`config.mk`:
```
export PLATFORM = sky130hd
export DESIGN_NAME = priority_decoder
export DESIGN_NICKNAME = d
export VERILOG_FILES = /design/src/rtl/pe_pkg.sv /design/src/rtl/pe_skid_buf.sv /design/src/rtl/priority_decoder.sv
export SDC_FILE = /design/constraint.sdc
export NUM_CORES = 1
export LEC_CHECK = 0
export ABC_AREA = 0
export BUFFER_PORTS_ARGS = -buffer_cell sky130_fd_sc_hd__buf_4
export CORE_AREA = 4 4 63 54
export DETAILED_ROUTE_END_ITERATION = 7
export DIE_AREA = 0 0 67 58
export GPL_ROUTABILITY_DRIVEN = 0
export PLACE_DENSITY_LB_ADDON = 0.12
export SETUP_SLACK_MARGIN = 0.5
export SLEW_MARGIN = 20
export SYNTH_ARGS = -nofsm -noshare
export SYNTH_HDL_FRONTEND = slang
export SYNTH_SLANG_ARGS = --single-unit
```
`constraint.sdc`:
```
create_clock -name clk -period 1.8 [get_ports clk]
set_input_delay 0.27 -clock clk [delete_from_list [all_inputs] [get_ports clk]]
set_output_delay 0.27 -clock clk [all_outputs]
set_load 0.05 [all_outputs]
```
`src/rtl/pe_pkg.sv`:
```
// ----------------------------------------------------------------------------
// pe_pkg
// Definitions shared by the priority encoder and the priority decoder.
//   PE_WIDTH    number of request/decoded lines
//   PE_CODE_W   width of the binary code word, log2(PE_WIDTH)
//   pe_entry_t  one buffered decode result: {none, y}
//   buf_state_t occupancy state of the 2-entry receive buffer
// ----------------------------------------------------------------------------
package pe_pkg;

  localparam int PE_WIDTH  = 8;
  localparam int PE_CODE_W = 3;

  typedef struct packed {
    logic                none;
    logic [PE_WIDTH-1:0] y;
  } pe_entry_t;

  // The state value is the number of words held in the buffer.
  typedef enum logic [1:0] {
    BUF_EMPTY = 2'd0,
    BUF_ONE   = 2'd1,
    BUF_TWO   = 2'd2
  } buf_state_t;

endpackage

```
`src/rtl/pe_skid_buf.sv`:
```
// ----------------------------------------------------------------------------
// pe_skid_buf
// Two-entry valid/ready buffer, generic in data width. A word pushed on one
// edge is visible at the output after that edge; nothing passes combinationally
// from input to output. in_ready is registered.
// Ports:
//   clk       clock, all logic on posedge
//   rst       synchronous active-high reset, empties the buffer
//   i_valid   upstream word valid
//   o_ready   buffer can accept a word this cycle (registered)
//   i_data    upstream word
//   o_valid   head entry valid
//   i_ready   downstream takes the head this cycle
//   o_data    head entry
// ----------------------------------------------------------------------------
module pe_skid_buf
  import pe_pkg::*;
#(
  parameter int DW = 9
) (
  input  logic          clk,
  input  logic          rst,
  input  logic          i_valid,
  output logic          o_ready,
  input  logic [DW-1:0] i_data,
  output logic          o_valid,
  input  logic          i_ready,
  output logic [DW-1:0] o_data
);

  buf_state_t    r_state;
  buf_state_t    w_nextState;
  logic          r_ready;
  logic [DW-1:0] r_head;
  logic [DW-1:0] r_tail;
  logic          w_push;
  logic          w_pop;

  assign w_push  = i_valid & r_ready;
  assign w_pop   = (r_state != BUF_EMPTY) & i_ready;
  assign o_ready = r_ready;
  assign o_valid = (r_state != BUF_EMPTY);
  assign o_data  = r_head;

  // Occupancy next-state. A push and a pop together at one entry leave the
  // count unchanged; at two entries a push cannot happen because ready is low.
  always_comb begin
    w_nextState = r_state;
    case (r_state)
      BUF_EMPTY: if (w_push)            w_nextState = BUF_ONE;
      BUF_ONE: begin
        if (w_push && !w_pop)           w_nextState = BUF_TWO;
        else if (w_pop && !w_push)      w_nextState = BUF_EMPTY;
      end
      BUF_TWO:   if (w_pop)             w_nextState = BUF_ONE;
      default:                          w_nextState = r_state;
    endcase
  end

  // State register. Ready is derived from the state we are moving into so
  // that it can be a flop yet still reflect this cycle's push and pop.
  always_ff @(posedge clk) begin
    if (rst) begin
      r_state <= BUF_EMPTY;
      r_ready <= 1'b0;
    end else begin
      r_state <= w_nextState;
      r_ready <= (w_nextState != BUF_TWO);
    end
  end

  // Data storage. The head always holds the oldest word; with one entry a
  // simultaneous push and pop writes straight into the head, and with two
  // entries a pop promotes the tail into the head.
  always_ff @(posedge clk) begin
    if (rst) begin
      r_head <= '0;
      r_tail <= '0;
    end else begin
      case (r_state)
        BUF_EMPTY: if (w_push) r_head <= i_data;
        BUF_ONE: begin
          if (w_push && w_pop) r_head <= i_data;
          else if (w_push)     r_tail <= i_data;
        end
        BUF_TWO:   if (w_pop)  r_head <= r_tail;
        default: ;
      endcase
    end
  end

endmodule

```
`src/rtl/priority_decoder.sv`:
```
// ----------------------------------------------------------------------------
// priority_decoder
// Receive side of the priority-encoder link. Decodes {A,B,C} with the
// any-request flag V into a one-hot line vector, buffers it in a 2-entry
// valid/ready buffer and keeps a sticky mask of every line delivered
// downstream since the last clear.
// Ports:
//   clk          clock, all logic on posedge
//   rst          synchronous active-high reset
//   in_valid     upstream code word valid
//   in_ready     buffer can accept a word this cycle
//   A, B, C      code word, A is the MSB
//   V            1 = request present, 0 = no request (code ignored)
//   out_valid    head entry valid
//   out_ready    downstream accepts the head this cycle
//   Y            one-hot decoded line of the head, zero when none=1
//   none         head entry was captured with V=0
//   served_mask  sticky OR of Y over all output handshakes
//   clr_mask     clear served_mask (a same-cycle set still wins)
// ----------------------------------------------------------------------------
module priority_decoder
  import pe_pkg::*;
#(
  parameter int WIDTH = PE_WIDTH
) (
  input  logic             clk,
  input  logic             rst,
  input  logic             in_valid,
  output logic             in_ready,
  input  logic             A,
  input  logic             B,
  input  logic             C,
  input  logic             V,
  output logic             out_valid,
  input  logic             out_ready,
  output logic [WIDTH-1:0] Y,
  output logic             none,
  output logic [WIDTH-1:0] served_mask,
  input  logic             clr_mask
);

  localparam int CODE_W = $clog2(WIDTH);

  logic [CODE_W-1:0] w_code;
  logic [WIDTH-1:0]  w_decoded;
  pe_entry_t         w_inEntry;
  pe_entry_t         w_headEntry;
  logic              w_pop;
  logic [WIDTH-1:0]  r_mask;

  assign w_code    = {A, B, C};
  assign w_decoded = V ? (WIDTH'(1) << w_code) : '0;
  assign w_inEntry = '{none: ~V, y: w_decoded};

  pe_skid_buf #(
    .DW($bits(pe_entry_t))
  ) u_buf (
    .clk     (clk),
    .rst     (rst),
    .i_valid (in_valid),
    .o_ready (in_ready),
    .i_data  (w_inEntry),
    .o_valid (out_valid),
    .i_ready (out_ready),
    .o_data  (w_headEntry)
  );

  assign Y           = out_valid ? w_headEntry.y : '0;
  assign none        = out_valid & w_headEntry.none;
  assign w_pop       = out_valid & out_ready;
  assign served_mask = r_mask;

  // Sticky served mask. A clear replaces the mask with whatever is being
  // delivered this cycle, so a line popped during a clear is never lost.
  always_ff @(posedge clk) begin
    if (rst) begin
      r_mask <= '0;
    end else if (clr_mask) begin
      r_mask <= (w_pop && !none) ? Y : '0;
    end else if (w_pop && !none) begin
      r_mask <= r_mask | Y;
    end
  end

endmodule

```
==> run metrics <==
Num CTS Buffers=5; PD cells=roughly 660 mW/mm^2; Hold Fails Final Rpt=0; num ports=28; Filler cells=207; Worst EP required=1.53 ns; share of async-settable or async-resettable flops after synthesis=0; Chip Height=58 um; total number of vias=1367; number of enable flip-flop cells after synthesis=0; Buffers on Ports=27; crit-path cells=or2_4 > and2_4 > buf_6; Synth Register Bits=29; total track usage=0.2125; post-DP HPWL=2196 um; clk sink count=29; skew final=0.004355 ns; CP endpoint kind=output port; worst-margin pin slew=0.5955 ns; Pre-antenna DRT Iters=4; setup TNS=0 ns; pins over their slew limit=0; Final min period=1.553 ns; final setup fails=0; crit path kind=reg2out; max-cap violations=0; 1st-iter DRT viols=117; synthesized area per cell=around 9 sq um; total wire length=4054 um; Top Family by Delay on Critical Path=simple AND/OR/NAND/NOR gates; Core ar.=0.002701 sq mm; FMAX=643.8 MHz; n_diodes=0; Core Util, Final=0.7453; met3 Usage GRT=0.05233; CP max-delay cell=dfxtp_4; Slew HR=0.6022; Yosys top cell area share=0.4124; crit path from=u_buf.r_state[1]; crit share post-route=0.8630; FF-to-FF Start=u_buf.r_state[1]; H-tree levels=2; WL per Instance=17.47 um; ys flop type=dfxtp_1; Clk Latency, worst-skew pair=0.32 ns; CP bufs+invs=1; CTS Buffer Depth=2; startpoint types=register; Distinct cells, synth=33; worst-path fanout max=8; Die X=67 um; status=complete, no violations; P_leak=0.8475 nW; Worst EP arrival=1.28 ns; gr busiest metal=met2; Mapped Nets=163; top post-synthesis cells by area=dfxtp_1 41%, a21oi_1 7.1%, mux2i_1 7.1%, a32oi_1 5.0%, o41ai_1 5.0%; clock tree from TritonCTS=yes; clock-pin slew on the worst setup and hold paths=0.09 ns; Placed Instances=207; post-route ant nets=0; GR Layer Usage met2=0.3221; unrepaired setup endpoints after global routing=yes; dominant cell type by area after synthesis=dfxtp_1; DRC Markers=0; design area=0.002013 sq mm; # hold bufs at CTS=0; area grow syn2layout=43.02%; initial core utilization=0.5211; Hold Crit Start=V; post-synthesis sequential area ratio=0.4124; GRT overflow=0; global-route wire length before repair=6147 um; Root Driver=clkbuf_4; met1 Usage GRT=0.2943; flop-to-flop setup slack=0.26 ns; Cells after Synth=154; Ys Warns=0; Layout Nets=203; CP peak stage delay=about 0.37 ns; vias in the first global route=1186; initial antenna violation count=0; Non-Filler Instances=approximately 230; layout cell share with drive strength beyond 1=0.4897; Mapped Area=~0.0014 sq mm; largest net degree at the start of global routing=23; vias per std cell=5.892; row count=17; DIE AREA=0.003886 sq mm; Post-DP Area=between 0.0015 and 0.002 sq mm; worst hold path class=in2reg; Max VDD drop=between 0.0004 and 0.0005 V
## worst register-to-register path, delay by kind of cell, from the launching register on
kind | cells | cell delay, ns
mux | 1 | 0.15
buf+inv | 2 | 0.24
simple gates | 2 | 0.67
flops | 1 | 0.37
## metrics by stage
step	power (mW)	worst slack (ns)	hold slack, ns
3_5_place_dp	0.8619	0.2183	0.4679
4_1_cts	1.298	0.2515	0.1900
5_1_grt	1.388	0.2093	0.2172
3_3_place_gp	0.8591	0.2493	0.4603
2_1_floorplan	0.8247	0.3449	0.3797
6_report	1.326	0.2466	0.2192
## flip-flops by register name, indices dropped and copies added, names as in the netlist
signal,cells
u_buf.r_state,2
u_buf.o_data,9
u_buf.r_tail,9
served_mask,8
u_buf.o_ready,1
## power breakdown
part	switching [mW]	internal, mW	leakage (nW)
Clock	0.218	0.184	0.0314
Combinational	0.139	0.103	0.579
Sequential	0.0217	0.660	0.238
## logic make-up after synthesis
family	synth area share
AOI/OAI and AO/OA	0.2249
muxes	0.07111
and+or+nand+nor	0.2231
DFF	0.4124
buffers and inverters	0.06844
## layer usage
layer	up-vias	wire (um)
met5	-	0
met4	0	32
met3	6	307
met2	50	1950
met1	649	1763
li1	662	-
## what timing repair did
action | 4_1_cts | 5_1_grt
pin swaps | 5 | 8
cloned | 2 | 2
hold endpoints to repair | 0 | 0
setup endpoints to repair | 21 | 33
gates resized for setup | 39 | 26
setup buffers | 12 | 2
## cells in the mapped netlist, drive strengths merged, types with 3 or more instances
| master | count |
|---|---|
| dfxtp | 29 |
| a21oi | 20 |
| mux2i | 10 |
| o21ai | 10 |
| and2 | 9 |
| a32oi | 8 |
| nand3 | 8 |
| nor2 | 8 |
| o41ai | 8 |
| buf | 7 |
| clkbuf | 6 |
| and4b | 4 |
| inv | 4 |
| nand2 | 3 |
| nor4bb | 3 |
## final cells by class
class	count	area, sq um	share of cell area
Multi-Input combinational cell	109	914.6	0.4543
Sequential cell	29	591.8	0.2940
Timing Repair Buffer	44	385.4	0.1914
Clock buffer	7	55.05	0.02735
Tap cell	38	47.55	0.02362
Inverter	5	18.77	0.009323
## layout by cell type, fill, tap and decap left out, drive strengths merged
cell and count:
a311oi 1, and4bb 1, nand3 8, o41ai 8
inv 4, and2 9, nor3b 1, nor4b 1
nand3b 1, buf 44, or2 2, nand2 3
clkbuf 7, o21ai 10, nor2b 2, or2b 1
a221oi 1, nor2 8, or3 2, and4 1
a21oi 20, nand2b 1, mux2i 10, a211o 1
dfxtp 29, and4b 4, a32oi 8, and3b 2
clkinv 1, nor4bb 3
## final timing paths
check,end,cells past startpoint
min reg2reg,u_buf.r_tail[5],2
min,u_buf.r_tail[8],2
max,Y[6],3
max reg2reg,u_buf.o_data[8],5
(Power assumes the default switching activity.)
